File: config.mk
export PLATFORM = sky130hd
export DESIGN_NAME = seg_scan_ctrl
export DESIGN_NICKNAME = d
export VERILOG_FILES = /design/src/rtl/seg_scan_ctrl.sv
export SDC_FILE = /design/constraint.sdc
export NUM_CORES = 1
export LEC_CHECK = 0
export CAP_MARGIN = 20
export CORE_ASPECT_RATIO = 2
export CORE_UTILIZATION = 60
export CTS_CLUSTER_DIAMETER = 80
export CTS_CLUSTER_SIZE = 10
export DETAILED_ROUTE_END_ITERATION = 6
export GPL_TIMING_DRIVEN = 0
export PLACE_DENSITY = 0.84
export SLEW_MARGIN = 10
export SYNTH_ARGS = -nofsm -noshare
export SYNTH_HDL_FRONTEND = slang
export SYNTH_SLANG_ARGS = --single-unit
File: constraint.sdc
create_clock -name clk_i -period 5.1 [get_ports clk_i]
set_input_delay 1.275 -clock clk_i [delete_from_list [all_inputs] [get_ports clk_i]]
set_output_delay 1.275 -clock clk_i [all_outputs]
set_load 0.02 [all_outputs]
File: src/rtl/seg_scan_ctrl.sv
// seg_scan_ctrl: multiplexed common-anode 7-segment scanner with frame-synchronous double buffering.
// Optional leading-zero suppression is enabled by defining LZ_SUPPRESS_EN.
module seg_scan_ctrl #(
  parameter int DIGITS    = 6,
  parameter int SCAN_LOG2 = 16
) (
  input  logic                clk_i,
  input  logic                rst_n_i,
  input  logic                load_i,
  input  logic [5*DIGITS-1:0] digit_data_i,
  input  logic [DIGITS-1:0]   blank_mask_i,
  input  logic [3:0]          bright_i,
  output logic [7:0]          seg_out_o,
  output logic [DIGITS-1:0]   sel_out_o,
  output logic                frame_done_o
);

  localparam int IDX_W = (DIGITS > 1) ? $clog2(DIGITS) : 1;
  localparam logic [SCAN_LOG2-1:0] PRE_MAX = '1;
  localparam logic [IDX_W-1:0]     IDX_MAX = IDX_W'(DIGITS - 1);

  logic [SCAN_LOG2-1:0] pre_q, pre_d;
  logic [IDX_W-1:0]     idx_q, idx_d;
  logic [5*DIGITS-1:0]  act_data_q, act_data_d;
  logic [5*DIGITS-1:0]  pend_data_q, pend_data_d;
  logic [DIGITS-1:0]    act_blank_q, act_blank_d;
  logic [DIGITS-1:0]    pend_blank_q, pend_blank_d;
  logic                 pend_valid_q, pend_valid_d;
  logic [7:0]           seg_q, seg_d;
  logic [DIGITS-1:0]    sel_q, sel_d;
  logic                 frame_done_q, frame_done_d;
  logic                 boundary;
  logic                 lit;
  logic [DIGITS-1:0]    lz_mask;
  logic [3:0]           hex_a [DIGITS];
  logic                 dp_a  [DIGITS];

  function automatic logic [6:0] seg_decode(input logic [3:0] h);
    case (h)
      4'h0:    seg_decode = 7'h40;
      4'h1:    seg_decode = 7'h79;
      4'h2:    seg_decode = 7'h24;
      4'h3:    seg_decode = 7'h30;
      4'h4:    seg_decode = 7'h19;
      4'h5:    seg_decode = 7'h12;
      4'h6:    seg_decode = 7'h02;
      4'h7:    seg_decode = 7'h78;
      4'h8:    seg_decode = 7'h00;
      4'h9:    seg_decode = 7'h10;
      4'hA:    seg_decode = 7'h08;
      4'hB:    seg_decode = 7'h03;
      4'hC:    seg_decode = 7'h46;
      4'hD:    seg_decode = 7'h21;
      4'hE:    seg_decode = 7'h06;
      default: seg_decode = 7'h0E;
    endcase
  endfunction

  for (genvar gi = 0; gi < DIGITS; gi++) begin : g_unpack
    assign hex_a[gi] = act_data_q[5*gi +: 4];
    assign dp_a[gi]  = act_data_q[5*gi + 4];
  end

  assign boundary = (pre_q == PRE_MAX) && (idx_q == IDX_MAX);

  always_comb begin
    pre_d = pre_q + 1'b1;
    idx_d = idx_q;
    if (pre_q == PRE_MAX) begin
      idx_d = (idx_q == IDX_MAX) ? '0 : idx_q + 1'b1;
    end
    frame_done_d = (pre_d == PRE_MAX) && (idx_d == IDX_MAX);
  end

  // A load coinciding with the boundary bypasses pending and goes straight to active.
  always_comb begin
    act_data_d   = act_data_q;
    act_blank_d  = act_blank_q;
    pend_data_d  = pend_data_q;
    pend_blank_d = pend_blank_q;
    pend_valid_d = pend_valid_q;
    if (boundary) begin
      pend_valid_d = 1'b0;
      if (load_i) begin
        act_data_d  = digit_data_i;
        act_blank_d = blank_mask_i;
      end else if (pend_valid_q) begin
        act_data_d  = pend_data_q;
        act_blank_d = pend_blank_q;
      end
    end else if (load_i) begin
      pend_data_d  = digit_data_i;
      pend_blank_d = blank_mask_i;
      pend_valid_d = 1'b1;
    end
  end

`ifdef LZ_SUPPRESS_EN
  // Walk down from the top digit; suppression stops at the first non-blank-looking digit.
  always_comb begin
    logic still_zero;
    lz_mask    = '0;
    still_zero = 1'b1;
    for (int d = DIGITS - 1; d >= 1; d--) begin
      still_zero = still_zero && (act_data_q[5*d +: 5] == 5'd0);
      lz_mask[d] = still_zero;
    end
  end
`else
  assign lz_mask = '0;
`endif

  always_comb begin
    lit   = (pre_q[SCAN_LOG2-1 -: 4] <= bright_i);
    seg_d = 8'hFF;
    sel_d = '1;
    if (lit && !act_blank_q[idx_q] && !lz_mask[idx_q]) begin
      sel_d[idx_q] = 1'b0;
      seg_d        = {~dp_a[idx_q], seg_decode(hex_a[idx_q])};
    end
  end

  always_ff @(posedge clk_i or negedge rst_n_i) begin
    if (!rst_n_i) begin
      pre_q        <= '0;
      idx_q        <= '0;
      act_data_q   <= '0;
      act_blank_q  <= '0;
      pend_data_q  <= '0;
      pend_blank_q <= '0;
      pend_valid_q <= 1'b0;
      seg_q        <= 8'hFF;
      sel_q        <= '1;
      frame_done_q <= 1'b0;
    end else begin
      pre_q        <= pre_d;
      idx_q        <= idx_d;
      act_data_q   <= act_data_d;
      act_blank_q  <= act_blank_d;
      pend_data_q  <= pend_data_d;
      pend_blank_q <= pend_blank_d;
      pend_valid_q <= pend_valid_d;
      seg_q        <= seg_d;
      sel_q        <= sel_d;
      frame_done_q <= frame_done_d;
    end
  end

  assign seg_out_o    = seg_q;
  assign sel_out_o    = sel_q;
  assign frame_done_o = frame_done_q;

endmodule

* Word level (Yosys, flattened, before mapping)
Memory sizes are Yosys's and may differ from the RTL's. Index checks and enable logic that the tools add are counted.
Storage, ports and cells: register bits 107, memory bits (read-only) 120, input port bits 43, output and inout bits 15, logic and storage cells 58, memories kept 2
Memories:
- (name not given) | depth 16, width 7, rd ports 1, clocked after memory_dff 0, wr ports 0, line 39 | case (h)
- (name not given) | depth 8, width 1, rd ports 1, clocked after memory_dff 0, wr ports 0, line 117 | if (lit && !act_blank_q[idx_q] && !lz_mask[idx_q]) begin
Cells by class: add/subtract/negate cells 2, magnitude comparators 4, equal/unequal tests 4, multiplexer cells 21, bitwise operators 4, reduce and logical (&&, ||, !) cells 11
Operators with widths (count):
- $mux 30 | 2
- $eq 16x16->1 const B | 2
- $mux 6 | 3
- $add 16x1->16 const B | 1
- $bmux 4 s3 | 1
- $mux 4 | 2
- $mux 8 | 1
- $mux 1 | 7
- $bmux 1 s3 | 2
- $eq 3x3->1 const B | 2
- $mux 3 | 2
- $not 6->6 | 1
- $logic_and 1x1->1 | 5
- $ge 4x4->1 const B | 1
- $le 4x4->1 | 1
- $lt 3x4->1 const B | 1
- $not 3->4 | 1
- $reduce_and 2->1 | 2
- $reduce_bool 2->1 | 2
- $add 3x1->3 const B | 1
- $demux 1 s3 | 1
- $ge 3x1->1 const B | 1
- $logic_not 1->1 | 2
- $not 1->1 | 2

* Logic depth before layout (Yosys ltp)
Gate-level depths: netlist of the first run.
depth in word-level cells 6, mapped depth 10, depth with buffers taken out 8

* Least setup slack after synthesis of the first run
Ideal clock, no wire load.
kind input to register, start point in bright_i[1], end point reg seg_q[5], in the netlist seg_out_o[5], library setup time 0.095 ns, arrival 2.510 ns, data required time 5.005 ns, path slack 2.496 ns, cell stages on the path 8, path buffers 1, cells stage by stage inv_1 > ha_1 > nor2b_1 > o211ai_1 > a21oi_1 > a211oi_2 > buf_2 > o221ai_1
On the way: longest elaborated chain between the ends 4
RTL lines:
- from (decl) | line 12 | input logic [3:0] bright_i,
- $le 4x4->1 | line 114 | lit = (pre_q[SCAN_LOG2-1 -: 4] <= bright_i);
- $logic_and 1x1->1 (2 in series) | line 117
- $mux 8 | line 117
- net seg_d[5] | line 29 | logic [7:0] seg_q, seg_d;
- to (signal assigned) | line 143 | seg_q <= seg_d;
- to (decl) | line 29
The timed path passes the listed nets, and every way through them passes these cells. A chain may end at the register's enable or synchronous reset.

* Final worst setup path of the first run
Ends and elaborated chain as after synthesis.

==> results of run 1 <==
## flip-flops by register name, indices dropped and copies added, names as in the netlist
name	count
seg_out_o	8
idx_q	3
frame_done_o	1
pre_q	16
pend_blank_q	6
pend_data_q	30
pend_valid_q	1
act_data_q	30
sel_out_o	6
act_blank_q	6
## cell type report
type / count / share of cell area [%]
Buffer: 24 / 2.28
Multi-Input combinational cell: 291 / 36.6
Tap cell: 98 / 2.01
Sequential cell: 107 / 44.2
Clock inverter: 3 / 0.246
Clock buffer: 12 / 4.05
Inverter: 13 / 0.801
Timing Repair Buffer: 58 / 9.78
## worst max-delay path, stage by stage
cell,delay (ns)
clkdlybuf4s50_1,0.45
inv_1,0.04
ha_1,0.29
nor2b_1,0.13
o211ai_1,0.15
a21oi_1,0.13
a211oi_2,0.42
buf_2,0.30
o221ai_1,0.16
## Yosys cell counts, types with 6 or more instances
| cell | count |
|---|---|
| dfrtp_1 | 93 |
| nand2_1 | 53 |
| mux2i_1 | 42 |
| o21ai_0 | 39 |
| mux2_1 | 32 |
| dfstp_2 | 14 |
| inv_1 | 13 |
| nand3_1 | 13 |
| clkbuf_1 | 12 |
| ha_1 | 12 |
| mux2_2 | 12 |
| xnor2_1 | 8 |
| nor2_1 | 7 |
| xor2_1 | 7 |
| a21oi_1 | 6 |
| buf_2 | 6 |
## worst paths after layout
check,from,to,slack [ns]
setup / recovery,bright_i[1],seg_out_o[5],1.98
hold / removal,act_data_q[6],act_data_q[6],0.48
setup reg to reg,idx_q[1],seg_out_o[3],2.28
hold reg to reg,act_data_q[6],act_data_q[6],0.48
max in group asynchronous,rst_n_i,act_data_q[10],3.43
min in group asynchronous,rst_n_i,frame_done_o,0.96
## cell families after synthesis
group	count (synthesis)	share of synthesized area [%]
buf+inv	37	3.67
simple gates	109	10.8
xor+xnor	15	2.57
mux	89	19.1
fa+ha+maj	12	2.94
compound gates	66	8.20
flops	107	52.7
## per-layer routing
metal	vias up	part of all wire [%]
li1	1667	-
met1	1756	37
met2	82	56
met3	31	2.7
met4	0	4.0
met5	-	0
## power groups by stage
stage          clock [uW]  combinational (uW)  sequential, uW
2_1_floorplan           0                61.0             908
3_3_place_gp            0                 128             908
3_5_place_dp            0                 135             909
4_1_cts               636                 135             894
5_1_grt               671                 145             897
6_report              626                 132             894
## stage by stage
stage	setup slack, ns	hold WS [ns]	cells	instance area (um2)
6_report	1.98	0.482	606	6090
5_1_grt	1.85	0.497	606	6090
4_1_cts	1.99	0.487	606	6090
3_5_place_dp	1.65	0.472	591	5830
3_3_place_gp	-0.987	0.459	590	5810
2_1_floorplan	2.50	0.443	435	5110
## cells in the final DEF (no fill, tap or decap), types with 7 or more instances in the layout
cell,netlist,final
clkbuf_1,12,14
clkbuf_16,0,9
clkdlybuf4s50_1,0,56
dfrtp_1,93,93
dfstp_2,14,14
ha_1,12,12
inv_1,13,13
mux2_1,32,32
mux2_2,12,12
mux2i_1,42,42
nand2_1,53,53
nand3_1,13,13
nor2_1,7,7
o21ai_0,39,39
xnor2_1,8,8
xor2_1,7,7
==> qor.csv, run 1 <==
stage,metric,value,unit
clock_network,cts_buffer_depth,2,
critical_path,critical_path_class,in -> reg,
power_and_ir_drop,p_clk_share,37.9,%
power_and_ir_drop,power_density,271,nW/um2
routing,firstDrtPassIters,4,
logic_synthesis,ys_ff_latch,107,
floorplanning,fp.dieH,133,um
finish,nets,559,
run,drv_cap,0,
floorplanning,core_area,8290,um2
clock_network,post_cts_resized,0,
logic_synthesis,yosysUniqueCellTypes,55,
sta,fin_crit,3.12,ns
logic_synthesis,async_flop_share,100,%
global_routing,grt_use_met1,27.6,%
placed_design,place_congestion,0.877,
min_path,min_path_type,reg -> reg,
critical_path,cp_max_fo,10,
floorplanning,pin_count,58,
routing,ant_nets,0,
logic_synthesis,yosys-top-cells-area,"dfrtp_1, mux2i_1, dfstp_2, mux2_1, nand2_1",
sta,finalHoldViolations,0,
critical_path,cp-start-kind,input pin,
clock_network,postCtsSetupBuffers,0,
global_routing,grt_pass1_vias,3750,
clock_network,h-tree-depth,3,
min_path,hold_depth,2,
routing,wl,10300,um
power_and_ir_drop,cellLeakagePower,0.00271,uW
clock_network,cts-root-buf,clkbuf_16,
sta,final.period_utilization,61.1,%
sta,finalSetupTns,0,ns
power_and_ir_drop,p_total,1650,uW
logic_synthesis,synthFlopType,dfrtp_1,
routing,wire_per_inst,17.0,um
global_routing,grt_max_degree,57,
critical_path,required,5.35,ns
power_and_ir_drop,p_sw,360,uW
logic_synthesis,synth_edf_count,0,
logic_synthesis,yosysTopAreaCellShare,45.5,%
placed_design,dp.final_hpwl,7710,um
logic_synthesis,seq_area_frac_synth,52.7,%
clock_network,holdBufCountCts,0,
logic_synthesis,synthCells,435,
sta,slew-limit-headroom,47.0,%
finish,fin_util,73.5,%
global_routing,grt_use_met3,4.48,%
clock_network,cts_sinks,107,
finish,fillCellCount,553,
routing,drc,0,
logic_synthesis,syn_nets,490,
global_routing,grt_pass1_wl,17200,um
sta,drv_slew,0,
critical_path,worstPathArrival,3.36,ns
global_routing,busiest_layer,met2,
global_routing,track_usage,26.1,%
finish,multi_input_area,2230,um2
global_routing,grt-ovfl-total,0,
run_status,outcome,completed,
sta,worstMarginPinSlew,0.795,ns
routing,dr.first_iter.drc_count,220,
power_and_ir_drop,internal-power,1290,uW
finish,regArea,2700,um2
power_and_ir_drop,vdd_drop_max,0.214,mV
routing,post_drt_via_cell_ratio,5.83,
logic_synthesis,yosysTopAreaCell,dfrtp_1,
clock_network,cts_tree,built,
sta,clock_skew,0.00692,ns
finish,drive_gt1_share,13.2,%
floorplanning,placementRows,47,
power_and_ir_drop,netSwitchingFraction,21.8,%
finish,antenna_cells,0,
global_routing,grtUsageMet2,46.2,%
power_and_ir_drop,combPwrFrac,8.0,%
clock_network,clock_latency,0.34,ns
floorplanning,die_area,8920,um2
floorplanning,start_util,61.7,%
power_and_ir_drop,seq_power_share,54.1,%
logic_synthesis,synth_area,5110,um2
sta,setup_viol,0,
finish,syn_to_final_growth,19.2,%
clock_network,numCtsBuffers,9,
placed_design,port_buffers,57,
sta,rsz0062_at_grt,no,
global_routing,antenna_found_initial,0,
logic_synthesis,yosysWarnings,0,
clock_network,clk_pin_slew,0.06,ns
critical_path,end_kind,flip-flop,
floorplanning,fp.dieW,67.3,um
critical_path,rr_worst_depth,9,
routing,route.vias.total,3536,
sta,fmax,0.321,GHz
logic_synthesis,syn_avg_cell_area,11.8,um2
Note: power is estimated with default switching activity, not from simulation.
==> inputs of run 2 (changes only) <==
--- a/config.mk
+++ b/config.mk
@@ -7,12 +7,12 @@
 export LEC_CHECK = 0
 export CAP_MARGIN = 20
 export CORE_ASPECT_RATIO = 2
-export CORE_UTILIZATION = 60
+export CORE_UTILIZATION = 51
 export CTS_CLUSTER_DIAMETER = 80
 export CTS_CLUSTER_SIZE = 10
 export DETAILED_ROUTE_END_ITERATION = 6
 export GPL_TIMING_DRIVEN = 0
-export PLACE_DENSITY = 0.84
+export PLACE_DENSITY = 0.76
 export SLEW_MARGIN = 10
 export SYNTH_ARGS = -nofsm -noshare
 export SYNTH_HDL_FRONTEND = slang
==> constraint.sdc (replaced) <==
create_clock -name clk_i -period 2.8 [get_ports clk_i]
set_input_delay 0.7 -clock clk_i [delete_from_list [all_inputs] [get_ports clk_i]]
set_output_delay 0.7 -clock clk_i [all_outputs]
set_load 0.02 [all_outputs]
==> run 2 against run 1 <==
  * Routed wire length fell by 0.90%
  * Worst hold slack got worse by 0.13 ns
  * First-iteration DRC count fell by 37%
  * Via count fell by 2.7%
  * Clock-buffer cell count fell by 1
  * Final cell count rose by 5.8%
  * Global-route usage fell by 3.9 points
  * Combinational power rose by 85%
  * Non-clock buffer count did not move
  * Flip-flop and latch count did not move
  * Core utilization fell by 9.8 points
  * Critical path type is now reg -> reg
  * Critical endpoint is now seg_out_o[3]
  * Highest routed layer unchanged
==> qor.csv, run 2 (synthesis results as in run 1) <==
stage,metric,value,unit
floorplanning,start_util,52.4,%
clock_network,cts-root-buf,clkbuf_16,
finish,final_common_cell,dfrtp_1,
critical_path,cpLargestDelayFamily,compound AO/OA/AOI/OAI gates,
finish,drive_gt1_share,13.9,%
critical_path,cp-start-kind,flip-flop,
placed_design,dp.final_hpwl,7710,um
finish,syn_to_final_growth,21.6,%
global_routing,grt-ovfl-total,0,
critical_path,worstPathArrival,2.90,ns
floorplanning,fp.dieW,72.8,um
sta,worstMarginPinSlew,0.807,ns
global_routing,track_usage,22.2,%
clock_network,clock_latency,0.35,ns
critical_path,end_kind,flip-flop,
clock_network,cts_buffer_depth,2,
finish,multi_input_area,2240,um2
run,drv_cap,0,
global_routing,grt_pass1_vias,3739,
finish,reg_top3,"act_data_q: 30 flops, pend_data_q: 30 flops, pre_q: 16 flops",
sta,slew-limit-headroom,46.2,%
critical_path,critical_path_class,reg -> reg,
sta,rsz0062_at_grt,no,
finish,antenna_cells,0,
floorplanning,fp.dieH,144,um
routing,ant_nets,0,
placed_design,dp_cells,625,
clock_network,h-tree-depth,3,
critical_path,crit_buf_inv,3,
routing,firstDrtPassIters,4,
placed_design,place_congestion,0.813,
finish,nets,559,
global_routing,grt_pass1_wl,17400,um
critical_path,slowest_delay,0.51,ns
power_and_ir_drop,cellLeakagePower,0.00274,uW
routing,drc,0,
critical_path,required,3.07,ns
critical_path,cpMostUsedCell,buf_6,
sta,setup_viol,0,
sta,finalSetupTns,0,ns
finish,design_area,6210,um2
clock_network,cts_sinks,107,
placed_design,pre_cts_ws,-0.0967,ns
critical_path,crit_chain,buf_6 > buf_6 > mux2_2 > a221oi_2 > inv_1 > ha_1 > nor2b_1 > a211oi_1 > o21ai_2,
power_and_ir_drop,vdd_drop_max,0.385,mV
routing,wire_per_inst,15.9,um
clock_network,cts_tree,built,
clock_network,numCtsBuffers,9,
finish,fillCellCount,781,
placed_design,postPlaceCellArea,5870,um2
finish,final_cells,641,
run_status,outcome,completed,
sta,fin_crit,2.63,ns
floorplanning,placementRows,51,
global_routing,grt_max_degree,62,
finish,layout_common_cells,"dfrtp_1, clkdlybuf4s50_1, nand2_1, mux2i_1, o21ai_0",
clock_network,clk_pin_slew,0.07,ns
sta,fmax,0.381,GHz
floorplanning,pin_count,58,
power_and_ir_drop,p_total,3270,uW
critical_path,cp_max_fo,10,
sta,setup_ws,0.173,ns
routing,dr.first_iter.drc_count,138,
routing,post_drt_via_cell_ratio,5.37,
floorplanning,core_area,9760,um2
sta,final.period_utilization,93.8,%
power_and_ir_drop,power_density,527,nW/um2
placed_design,port_buffers,57,
routing,route.vias.total,3442,
sta,clock_skew,0.00859,ns
finish,regArea,2700,um2
sta,finalHoldViolations,0,
sta,drv_slew,0,
clock_network,holdBufCountCts,0,
routing,wl,10200,um
floorplanning,die_area,10500,um2
critical_path,cp_slowest_cell,a221oi_2,
min_path,min_path_type,in -> async,
global_routing,antenna_found_initial,0,
[run 2: through the flow]
| step | hold slack, ns | utilization (%) |
|---|---|---|
| finish | 0.350 | 63.7 |
| global route | 0.410 | 63.7 |
| CTS | 0.377 | 63.7 |
| detailed placement | 0.466 | 60.2 |
| global placement | 0.459 | 59.9 |
| floorplan | 0.404 | - |
[run 2: area by class of cell]
| cell class | instances | share of cell area [%] |
|---|---|---|
| Buffer | 24 | 2.23 |
| Clock buffer | 11 | 4.07 |
| Clock inverter | 5 | 1.33 |
| Inverter | 13 | 0.785 |
| Multi-Input combinational cell | 291 | 36.0 |
| Sequential cell | 107 | 43.4 |
| Tap cell | 132 | 2.66 |
| Timing Repair Buffer | 58 | 9.58 |
[run 2: per-layer routing]
metal	vias up	routed length, um	track usage (%)	part of all wire (%)
li1	1662	-	-	-
met4	0	374	11.9	3.7
met1	1696	3800	23.5	37
met3	22	238	3.02	2.3
met2	62	5800	41.4	57
met5	-	0	0	0
[run 2: path summary, 6_finish.rpt]
kind,startpoint,endpoint,slack (ns),cells after the start
worst max register to register,idx_q[0],seg_out_o[3],0.17,9
worst min-delay path,rst_n_i,pre_q[13],0.35,1
max in group asynchronous,rst_n_i,seg_out_o[4],1.68,2
worst max-delay path,idx_q[0],seg_out_o[3],0.17,9
min in group clk_i,act_data_q[29],act_data_q[29],0.49,2
worst min register to register,act_data_q[29],act_data_q[29],0.49,2
[run 2: what timing repair did]
item,in CTS,in global routing
resized for setup,1,0
setup endpoints to repair,1,0
setup buffers,0,0
[run 2: power breakdown]
group	total [uW]	internal (uW)	leakage, uW	switching (uW)
clock network	1400	838	0.000167	566
logic	244	132	0.00123	111
registers	1630	1600	0.00134	25.1
